[config.mk]
export PLATFORM = sky130hd
export DESIGN_NAME = id_ex_pipe_reg
export DESIGN_NICKNAME = d
export VERILOG_FILES = /design/src/rtl/rv_pipe_pkg.sv /design/src/rtl/load_use_detect.sv /design/src/rtl/id_ex_pipe_reg.sv
export SDC_FILE = /design/constraint.sdc
export NUM_CORES = 1
export LEC_CHECK = 0
export CAP_MARGIN = 20
export CORE_UTILIZATION = 42
export CTS_CLUSTER_SIZE = 40
export DETAILED_ROUTE_END_ITERATION = 10
export GPL_ROUTABILITY_DRIVEN = 1
export HOLD_SLACK_MARGIN = 0.06
export PLACE_DENSITY = 0.8
export SETUP_SLACK_MARGIN = 0.5
export SLEW_MARGIN = 20
export SYNTH_ARGS = -nofsm -noshare
export SYNTH_HDL_FRONTEND = slang
export SYNTH_SLANG_ARGS = --single-unit
[constraint.sdc]
create_clock -name clk -period 2 [get_ports clk]
set_input_delay 0.3 -clock clk [delete_from_list [all_inputs] [get_ports clk]]
set_output_delay 0.3 -clock clk [all_outputs]
set_load 0.01 [all_outputs]
[src/rtl/rv_pipe_pkg.sv]
// Shared RV32I pipeline definitions: opcodes, default memory access types,
// and the ID/EX control bundle with its bubble value.
package rv_pipe_pkg;

    localparam logic [6:0] OP_R      = 7'b0110011;
    localparam logic [6:0] OP_I      = 7'b0010011;
    localparam logic [6:0] OP_LOAD   = 7'b0000011;
    localparam logic [6:0] OP_STORE  = 7'b0100011;
    localparam logic [6:0] OP_BRANCH = 7'b1100011;
    localparam logic [6:0] OP_JAL    = 7'b1101111;
    localparam logic [6:0] OP_JALR   = 7'b1100111;
    localparam logic [6:0] OP_LUI    = 7'b0110111;
    localparam logic [6:0] OP_AUIPC  = 7'b0010111;

    localparam logic [2:0] LOAD_TYPE_DEFAULT  = 3'b010;
    localparam logic [1:0] STORE_TYPE_DEFAULT = 2'b10;

    typedef struct packed {
        logic       alu_src;
        logic       mem_write;
        logic       mem_read;
        logic       wb_reg_file;
        logic       memtoreg;
        logic       branch;
        logic       jal;
        logic       jalr;
        logic [2:0] mem_load_type;
        logic [1:0] mem_store_type;
        logic [3:0] alu_ctrl;
    } ctrl_bundle_t;

    localparam ctrl_bundle_t BUBBLE_CTRL = '{
        alu_src:        1'b0,
        mem_write:      1'b0,
        mem_read:       1'b0,
        wb_reg_file:    1'b0,
        memtoreg:       1'b0,
        branch:         1'b0,
        jal:            1'b0,
        jalr:           1'b0,
        mem_load_type:  LOAD_TYPE_DEFAULT,
        mem_store_type: STORE_TYPE_DEFAULT,
        alu_ctrl:       4'b0000
    };

endpackage

[src/rtl/load_use_detect.sv]
// Load-use hazard detector (purely combinational).
// Ports: id_valid/id_opcode/id_rs1/id_rs2 describe the decode-stage instruction;
// ex_valid/ex_mem_read/ex_rd describe the instruction currently in EX;
// hz flags that the ID instruction reads the register a pending EX load writes.
module load_use_detect
    import rv_pipe_pkg::*;
#(
    parameter int unsigned RADDR_W = 5
) (
    input  logic               id_valid,
    input  logic [6:0]         id_opcode,
    input  logic [RADDR_W-1:0] id_rs1,
    input  logic [RADDR_W-1:0] id_rs2,
    input  logic               ex_valid,
    input  logic               ex_mem_read,
    input  logic [RADDR_W-1:0] ex_rd,
    output logic               hz
);

    logic rs1_used;
    logic rs2_used;

    // Source-register usage by opcode; unknown opcodes read nothing.
    always_comb begin
        rs1_used = 1'b0;
        rs2_used = 1'b0;
        case (id_opcode)
            OP_R, OP_STORE, OP_BRANCH: begin
                rs1_used = 1'b1;
                rs2_used = 1'b1;
            end
            OP_I, OP_LOAD, OP_JALR: rs1_used = 1'b1;
            OP_LUI, OP_AUIPC, OP_JAL: rs1_used = 1'b0;
            default: ;
        endcase
    end

    // x0 is never a real destination, so a load into it cannot cause a hazard.
    assign hz = id_valid & ex_valid & ex_mem_read & (ex_rd != '0)
              & ((rs1_used & (id_rs1 == ex_rd)) | (rs2_used & (id_rs2 == ex_rd)));

endmodule

[src/rtl/id_ex_pipe_reg.sv]
// ID/EX pipeline register with load-use bubble insertion.
// Inputs: id_* decode-stage bundle, stall_in (hold), flush (kill ID instr), rst.
// Outputs: registered ex_* copies, ex_valid, and combinational hazard_stall
// which freezes PC and IF/ID while a load-use bubble is inserted.
// Optional build macro ID_EX_PERF_EN adds saturating perf_bubble_cnt and
// perf_flush_cnt outputs.
module id_ex_pipe_reg
    import rv_pipe_pkg::*;
#(
    parameter int unsigned XLEN    = 32,
    parameter int unsigned RADDR_W = 5
) (
    input  logic               clk,
    input  logic               rst,
    input  logic               id_valid,
    input  logic [6:0]         id_opcode,
    input  logic [XLEN-1:0]    id_pc,
    input  logic [XLEN-1:0]    id_rs1_data,
    input  logic [XLEN-1:0]    id_rs2_data,
    input  logic [XLEN-1:0]    id_imm,
    input  logic [RADDR_W-1:0] id_rs1,
    input  logic [RADDR_W-1:0] id_rs2,
    input  logic [RADDR_W-1:0] id_rd,
    input  logic               id_alu_src,
    input  logic               id_mem_write,
    input  logic               id_mem_read,
    input  logic               id_wb_reg_file,
    input  logic               id_memtoreg,
    input  logic               id_branch,
    input  logic               id_jal,
    input  logic               id_jalr,
    input  logic [2:0]         id_mem_load_type,
    input  logic [1:0]         id_mem_store_type,
    input  logic [3:0]         id_alu_ctrl,
    input  logic               stall_in,
    input  logic               flush,
    output logic               hazard_stall,
    output logic               ex_valid,
    output logic [XLEN-1:0]    ex_pc,
    output logic [XLEN-1:0]    ex_rs1_data,
    output logic [XLEN-1:0]    ex_rs2_data,
    output logic [XLEN-1:0]    ex_imm,
    output logic [RADDR_W-1:0] ex_rs1,
    output logic [RADDR_W-1:0] ex_rs2,
    output logic [RADDR_W-1:0] ex_rd,
    output logic               ex_alu_src,
    output logic               ex_mem_write,
    output logic               ex_mem_read,
    output logic               ex_wb_reg_file,
    output logic               ex_memtoreg,
    output logic               ex_branch,
    output logic               ex_jal,
    output logic               ex_jalr,
    output logic [2:0]         ex_mem_load_type,
    output logic [1:0]         ex_mem_store_type,
`ifdef ID_EX_PERF_EN
    output logic [31:0]        perf_bubble_cnt,
    output logic [31:0]        perf_flush_cnt,
`endif
    output logic [3:0]         ex_alu_ctrl
);

    ctrl_bundle_t       id_ctrl;
    ctrl_bundle_t       ctrl_q;
    logic               valid_q;
    logic [XLEN-1:0]    pc_q, rs1_data_q, rs2_data_q, imm_q;
    logic [RADDR_W-1:0] rs1_q, rs2_q, rd_q;
    logic               hz;

    assign id_ctrl = '{
        alu_src:        id_alu_src,
        mem_write:      id_mem_write,
        mem_read:       id_mem_read,
        wb_reg_file:    id_wb_reg_file,
        memtoreg:       id_memtoreg,
        branch:         id_branch,
        jal:            id_jal,
        jalr:           id_jalr,
        mem_load_type:  id_mem_load_type,
        mem_store_type: id_mem_store_type,
        alu_ctrl:       id_alu_ctrl
    };

    load_use_detect #(.RADDR_W(RADDR_W)) u_lud (
        .id_valid    (id_valid),
        .id_opcode   (id_opcode),
        .id_rs1      (id_rs1),
        .id_rs2      (id_rs2),
        .ex_valid    (valid_q),
        .ex_mem_read (ctrl_q.mem_read),
        .ex_rd       (rd_q),
        .hz          (hz)
    );

    // A flush already inserts the bubble, and a held register cannot take one.
    assign hazard_stall = hz & ~flush & ~stall_in;

    // Pipeline register: reset > hold > flush/hazard bubble > load.
    always_ff @(posedge clk) begin
        if (rst || (!stall_in && (flush || hz))) begin
            valid_q    <= 1'b0;
            ctrl_q     <= BUBBLE_CTRL;
            pc_q       <= '0;
            rs1_data_q <= '0;
            rs2_data_q <= '0;
            imm_q      <= '0;
            rs1_q      <= '0;
            rs2_q      <= '0;
            rd_q       <= '0;
        end else if (!stall_in) begin
            valid_q    <= id_valid;
            // Invalid entries never carry live control, only raw fields.
            ctrl_q     <= id_valid ? id_ctrl : BUBBLE_CTRL;
            pc_q       <= id_pc;
            rs1_data_q <= id_rs1_data;
            rs2_data_q <= id_rs2_data;
            imm_q      <= id_imm;
            rs1_q      <= id_rs1;
            rs2_q      <= id_rs2;
            rd_q       <= id_rd;
        end
    end

    assign ex_valid          = valid_q;
    assign ex_pc             = pc_q;
    assign ex_rs1_data       = rs1_data_q;
    assign ex_rs2_data       = rs2_data_q;
    assign ex_imm            = imm_q;
    assign ex_rs1            = rs1_q;
    assign ex_rs2            = rs2_q;
    assign ex_rd             = rd_q;
    assign ex_alu_src        = ctrl_q.alu_src;
    assign ex_mem_write      = ctrl_q.mem_write;
    assign ex_mem_read       = ctrl_q.mem_read;
    assign ex_wb_reg_file    = ctrl_q.wb_reg_file;
    assign ex_memtoreg       = ctrl_q.memtoreg;
    assign ex_branch         = ctrl_q.branch;
    assign ex_jal            = ctrl_q.jal;
    assign ex_jalr           = ctrl_q.jalr;
    assign ex_mem_load_type  = ctrl_q.mem_load_type;
    assign ex_mem_store_type = ctrl_q.mem_store_type;
    assign ex_alu_ctrl       = ctrl_q.alu_ctrl;

`ifdef ID_EX_PERF_EN
    logic [31:0] perf_bubble_q;
    logic [31:0] perf_flush_q;

    // Saturating event counters; nothing is counted while the register holds.
    always_ff @(posedge clk) begin
        if (rst) begin
            perf_bubble_q <= '0;
            perf_flush_q  <= '0;
        end else if (!stall_in) begin
            if (flush && (perf_flush_q != 32'hFFFF_FFFF)) begin
                perf_flush_q <= perf_flush_q + 32'd1;
            end
            if (!flush && hz && (perf_bubble_q != 32'hFFFF_FFFF)) begin
                perf_bubble_q <= perf_bubble_q + 32'd1;
            end
        end
    end

    assign perf_bubble_cnt = perf_bubble_q;
    assign perf_flush_cnt  = perf_flush_q;
`endif

endmodule

==> out/metrics.yaml, run 1 <==
yosys.area.top_type: "dfxtp_1"
numCtsBuffers: 17
synth_most_common_cell: "nand2_1"
synth_ff_type: "dfxtp_1"
fin_crit_ns: 2.194
dp_slack_ns: -0.4032
setup_slack_ns: -0.1939
place_congestion: 0.7733
min_period_over_period: 1.097
cts_max_path_buffers: 2
critPathKind: "reg -> reg"
place_area_um2: 11190
drt-initial-drc-count: 320
vias: 7124
viasPerCell: 5.397
yosysWarningCount: 0
area_delta_synth_final_pct: 69.40
htree_levels: 4
finalHoldViolCount: 0
syn_area_um2: 7543
hold_class: "in -> reg"
stdcell_area_um2: 12780
rsz0062_at_grt: "yes"
postCtsHoldBufs: 0
synth.avg_cell_area_um2: 10.15
coreArea_um2: 17420
grt_pass1_vias: 6912
endpoint_kind: "flip-flop"
port_buffers: 333
setup_viol_count_final: 162
drive_gt1_frac: 0.2721
power_mw: 9.477
dpl.cell_count: 1258
cts.clk_slew.worst_paths_ns: 0.06
vdd.ir_drop.worst_mv: 0.5946
finalNonFillerCells: 1320
cts_sinks: 161
async_flop_share: 0
violations: "setup timing"
dieArea_um2: 18500
netlist_instances: 743
crit_chain: "or4_4 > o211ai_4 > buf_6 > buf_6 > buf_6 > o2bb2ai_4 > buf_12 > buf_12 > buf_16 > o2bb2ai_1"
initial_core_util: 0.4331
whs_ns: 0.4374
skew_ns: 0.007307
die_w_um: 136.0
critPathMostFrequentCell: "buf_6"
io_pins: 334
cp.required_ns: 2.34
clock_latency_ns: 0.42
totalWireLength_mm: 26.10
fmax_ghz: 0.4558
grt_max_degree: 101
ys_seq_elements: 161
gr-usage-all-layers: 0.2668
final_nets: 1254
setup_tns_ns: -24.54
die-height_um: 136.0
utilization: 0.7337
antenna_found_initial: 0
syn_nets: 915
drv_slew: 0
relSlewSlack: 0.6876
cts_tree: "done"
p_per_area_nw_per_um2: 741.6
n_antenna_cell: 0
worst_path_max_delay_cell: "or4_4"
netlist.area_leader.share: 0.4273
cp_max_fo: 11
cp.arrival_ns: 2.53
ys_top_cells_by_count: "164 x nand2_1, 161 x dfxtp_1, 159 x o2bb2ai_1"
worstMarginPinSlew_ns: 0.4685
grt_pass1_wl_mm: 37.91
drc: 0
synthDistinctLibCells: 26
drv_cap: 0
grt_overflow: 0
yosys-top-cells-area: "dfxtp_1 43%, mux2_2 21%, o2bb2ai_1 18%, nand2_1 8.2%, clkbuf_1 2.2%"
status: "finished with violations"
critPathLaunchType: "flip-flop"
hpwlAfterDp_mm: 15.46
num_rows: 48
slowest_delay_ns: 0.55
synth_edf_count: 0
wl_per_cell_um: 19.77
seq_area_frac_synth: 0.4273
leakage_nw: 5.712
dr.pass1.iters: 7
clockRootBuffer: "clkbuf_16"
ant_nets: 0
-- worst paths after layout --
kind / startpoint / end / slack, ns / cells after the start
worst min-delay path: stall_in / ex_valid$_SDFFE_PP0N_ / 0.44 / 4
worst max register to register: ex_rd[0]$_SDFFE_PP0N_ / ex_wb_reg_file$_SDFFE_PP0N_ / -0.19 / 10
worst max-delay path: ex_rd[0]$_SDFFE_PP0N_ / ex_wb_reg_file$_SDFFE_PP0N_ / -0.19 / 10
worst min register to register: ex_mem_load_type[1]$_SDFFE_PP1N_ / ex_mem_load_type[1]$_SDFFE_PP1N_ / 0.59 / 2
-- cell type report --
cell class / instances / area (um^2)
well taps: 225 / 281.5
inverters: 1 / 3.754
fillers: 1208 / 4638
repair buffers: 390 / 4259
flip-flops and latches: 161 / 3232
clock buffers: 21 / 470.5
clock inverters: 11 / 106.4
multi-input cells: 511 / 4425
-- worst max-delay path, delay by kind of cell, from the launching register on --
| family | cells | cell delay [ns] |
|---|---|---|
| AO/OA/AOI/OAI | 3 | 0.45 |
| buffers and inverters | 6 | 0.76 |
| flip-flops | 1 | 0.36 |
| AND/OR/NAND/NOR | 1 | 0.55 |
-- metal layers --
metal	routed length, um	track usage	vias up
met5	0	0	-
met4	833	0.1123	0
met3	1345	0.05593	55
met2	13640	0.4710	225
met1	10280	0.3102	3428
li1	-	-	3416
-- placed cells by master, fill, tap and decap left out, types with 2 or more instances in the layout --
cell type / Yosys / final
buf_4: 8 / 22
clkinv_4: 0 / 4
dfxtp_2: 0 / 4
clkdlybuf4s50_1: 0 / 170
buf_12: 0 / 11
buf_16: 0 / 15
o2bb2ai_2: 1 / 48
clkdlybuf4s15_1: 0 / 3
nor2b_1: 2 / 2
clkbuf_16: 0 / 20
o2bb2ai_1: 159 / 108
dfxtp_1: 161 / 156
a22o_1: 15 / 15
buf_6: 2 / 5
xnor2_1: 10 / 9
o22ai_1: 3 / 2
dlymetal6s2s_1: 0 / 43
o2bb2ai_4: 0 / 4
clkbuf_8: 0 / 3
mux2_2: 143 / 143
clkinvlp_4: 0 / 3
dlygate4sd2_1: 0 / 115
clkinv_2: 0 / 2
nand2_1: 164 / 164
-- power by group --
part | internal [mW] | total [mW] | switching (mW)
combinational | 1.47 | 2.57 | 1.10
sequential | 3.56 | 3.72 | 0.162
clock | 1.82 | 3.18 | 1.36
-- state kept, by name (all words and copies together) (netlist names), 3 cells and up --
| name | cells |
|---|---|
| ex_rs1_data | 32 |
| ex_pc | 32 |
| ex_rs2_data | 32 |
| ex_rs1 | 5 |
| ex_mem_load_type | 3 |
| ex_alu_ctrl | 4 |
| ex_rd | 5 |
| ex_rs2 | 5 |
| ex_imm | 32 |
-- logic make-up after synthesis --
| group | count (synthesis) | synth area share |
|---|---|---|
| xor+xnor | 10 | 0.01161 |
| compound gates | 182 | 0.2115 |
| mux | 143 | 0.2135 |
| flops | 161 | 0.4273 |
| buf+inv | 71 | 0.04395 |
| simple gates | 176 | 0.09222 |
-- repair_timing --
action | CTS | global route
buffers inserted | 14 | 0
resized for setup | 184 | 70
gates cloned | 12 | 4
setup endpoints to repair | 323 | 208
pin swaps | 35 | 16
(Power assumes the default switching activity.)
==> run 2, diff against run 1 <==
--- a/config.mk
+++ b/config.mk
@@ -13,6 +13,7 @@
 export HOLD_SLACK_MARGIN = 0.06
 export PLACE_DENSITY = 0.8
 export SETUP_SLACK_MARGIN = 0.5
+export SKIP_CTS_REPAIR_TIMING = 1
 export SLEW_MARGIN = 20
 export SYNTH_ARGS = -nofsm -noshare
 export SYNTH_HDL_FRONTEND = slang
==> out/metrics.yaml, run 2 (synthesized netlist as in run 1, its figures left out) <==
final_cell_mix: "170 x clkdlybuf4s50_1, 164 x nand2_1, 161 x dlymetal6s2s_1, 156 x dfxtp_1, 143 x mux2_2"
drv_slew: 0  # unchanged
cts.clk_slew.worst_paths_ns: 0.06  # about the same
hpwlAfterDp_mm: 15.46  # unchanged
worstMarginPinSlew_ns: 0.4943  # +0.02574 ns
r2r-end: "ex_rs2[2]$_SDFFE_PP0N_"
port_buffers: 333  # unchanged
dr.pass1.iters: 4  # -3
wl_per_cell_um: 20.58  # +4.1%
die-height_um: 136.0  # unchanged
switchingPower_mw: 2.644  # +0.82%
antenna_found_initial: 0  # unchanged
clkPwrFrac: 0.332  # -0.004
cp.arrival_ns: 2.49  # -0.04 ns
htree_levels: 4  # unchanged
seq_power_share: 0.389  # -0.004
r2r_start: "ex_rd[0]$_SDFFE_PP0N_"
rsz0062_at_grt: "yes"
clockRootBuffer: "clkbuf_16"
final_common_cell: "clkdlybuf4s50_1"
drv_cap: 0  # unchanged
fin_crit_ns: 2.155  # -0.03917 ns
crit_buf_inv: 4  # -2
dieArea_um2: 18500  # unchanged
finalHoldViolCount: 0  # unchanged
setup_viol_count_final: 162  # unchanged
n_antenna_cell: 0  # unchanged
final_nets: 1248  # -0.48%
power_mw: 9.591  # +1.2%
vias: 7115  # -0.13%
skew_ns: 0.008474  # +0.001167 ns
cts_sinks: 161  # unchanged
nFillCells: 1136  # -6.0%
multi_input_comb_area_um2: 4524  # +2.2%
slowest_delay_ns: 0.55  # about the same
coreArea_um2: 17420  # unchanged
drt-initial-drc-count: 464  # +45%
numCtsBuffers: 17  # unchanged
viasPerCell: 5.415  # +0.33%
cts_max_path_buffers: 2  # unchanged
min_period_over_period: 1.077  # -0.01959
p_per_area_nw_per_um2: 725.4  # -2.2%
cp.required_ns: 2.33  # about the same
drive_gt1_frac: 0.2736  # +0.001499
violations: "setup timing"
initial_core_util: 0.4331  # unchanged
grt_max_degree: 101  # unchanged
setup_slack_ns: -0.1547  # +0.03917 ns
rrSetupSlack_ns: -0.15  # +0.04 ns
totalWireLength_mm: 27.04  # +3.6%
swShare: 0.2756  # -0.001043
cp_max_fo: 11  # unchanged
place_congestion: 0.7733  # unchanged
gr-usage-all-layers: 0.2340  # -0.03284
dp_slack_ns: -0.4032  # unchanged
io_pins: 334  # unchanged
critPathMostFrequentCell: "buf_6"
worst_path_max_delay_cell: "or4_4"
critPathKind: "reg -> reg"
status: "finished with violations"
cp_top_family: "buffers and inverters"
vdd.ir_drop.worst_mv: 0.5848  # -1.6%
seqCellArea_um2: 3232  # unchanged
clock_latency_ns: 0.42  # about the same
p_int_mw: 6.947  # +1.4%
fmax_ghz: 0.4641  # +1.8%
crit_chain: "or4_4 > o211ai_4 > buf_6 > buf_6 > o2bb2ai_4 > buf_12 > clkbuf_16 > o2bb2ai_1"
grt_pass1_vias: 6406  # -7.3%
cts_tree: "done"
min_delay_path_depth: 4  # unchanged
grt_pass1_wl_mm: 33.89  # -11%
power_frac_comb: 0.280  # +0.009
rr_worst_depth: 8  # -2
hold_class: "in -> reg"
grt_overflow: 0  # unchanged
area_delta_synth_final_pct: 75.27
drc: 0  # unchanged
critPathLaunchType: "flip-flop"
min-delay-start: "stall_in"
endpoint_kind: "flip-flop"
leakage_nw: 7.001  # +23%
die_w_um: 136.0  # unchanged
ant_nets: 0  # unchanged
min_to: "ex_valid$_SDFFE_PP0N_"
num_rows: 48  # unchanged
relSlewSlack: 0.6705  # -0.01716
## run 2: cell count changes in the layout (fill, tap and decap cells not counted), sizes merged
cell / delta
buf: -17
dlymetal6s2s: +118
clkdlybuf4s15: -3
bufbuf: -1
dlygate4sd2: -115
clkbuf: +12
## run 2: area by class of cell
| type | instances | area share |
|---|---|---|
| well taps | 225 | 0.02129 |
| inverters | 1 | 0.0002839 |
| flip-flops and latches | 161 | 0.2444 |
| multi-input cells | 511 | 0.3422 |
| repair buffers | 384 | 0.3482 |
| clock inverters | 11 | 0.008044 |
| clock buffers | 21 | 0.03558 |
## run 2: worst register-to-register path: cells and delay by family, from the launching register on
kind	cells	cell delay, ns
compound gates	3	0.52
flops	1	0.37
simple gates	1	0.56
buf+inv	4	0.63
## run 2: power groups by stage
| stage | sequential [mW] | combinational [mW] | clock [mW] |
|---|---|---|---|
| 6_report | 3.73 | 2.68 | 3.18 |
| 5_1_grt | 3.76 | 2.84 | 3.36 |
| 4_1_cts | 3.73 | 2.37 | 3.21 |
| 3_5_place_dp | 3.80 | 2.36 | 0 |
| 3_3_place_gp | 3.79 | 2.33 | 0 |
| 2_1_floorplan | 3.95 | 0.941 | 0 |
## run 2: worst max-delay path by stage
stage,from,end,slack (ns),depth (start not counted)
2_1_floorplan,ex_rd[0]$_SDFFE_PP0N_,ex_imm[15]$_SDFFE_PP0N_,0.21,6
3_3_place_gp,id_rs2[1],hazard_stall,-0.36,6
3_5_place_dp,id_rs2[3],ex_rd[2]$_SDFFE_PP0N_,-0.40,7
4_1_cts,ex_rd[0]$_SDFFE_PP0N_,hazard_stall,-0.55,4
5_1_grt,ex_rd[0]$_SDFFE_PP0N_,ex_rs2[2]$_SDFFE_PP0N_,-0.18,8
6_report,ex_rd[0]$_SDFFE_PP0N_,ex_rs2[2]$_SDFFE_PP0N_,-0.15,8
## run 2: routing by layer
metal  track usage  share of wire
met1        0.2850           0.40
met2        0.3920           0.51
met3       0.05630          0.055
met4       0.09753          0.036
met5             0              0
## run 2: metrics by stage
step | hold WS (ns) | util | instance area [um^2] | std cells | setup TNS [ns]
3_3_place_gp | 0.5756 | 0.6422 | 11190 | 1258 | -44.45
5_1_grt | 0.4652 | 0.7591 | 13220 | 1314 | -19.38
3_5_place_dp | 0.5795 | 0.6422 | 11190 | 1258 | -46.53
4_1_cts | 0.4138 | 0.6754 | 11760 | 1290 | -17.04
6_report | 0.4488 | 0.7591 | 13220 | 1314 | -14.65
2_1_floorplan | 0.5368 | - | 7581 | 743 | 0
==> run 3, diff against run 2 <==
--- a/config.mk
+++ b/config.mk
@@ -13,7 +13,6 @@
 export HOLD_SLACK_MARGIN = 0.06
 export PLACE_DENSITY = 0.8
 export SETUP_SLACK_MARGIN = 0.5
-export SKIP_CTS_REPAIR_TIMING = 1
 export SLEW_MARGIN = 20
 export SYNTH_ARGS = -nofsm -noshare
 export SYNTH_HDL_FRONTEND = slang
==> results of run 3 <==
Same layout as run 1: the final DEF is identical, and so are final timing and power.
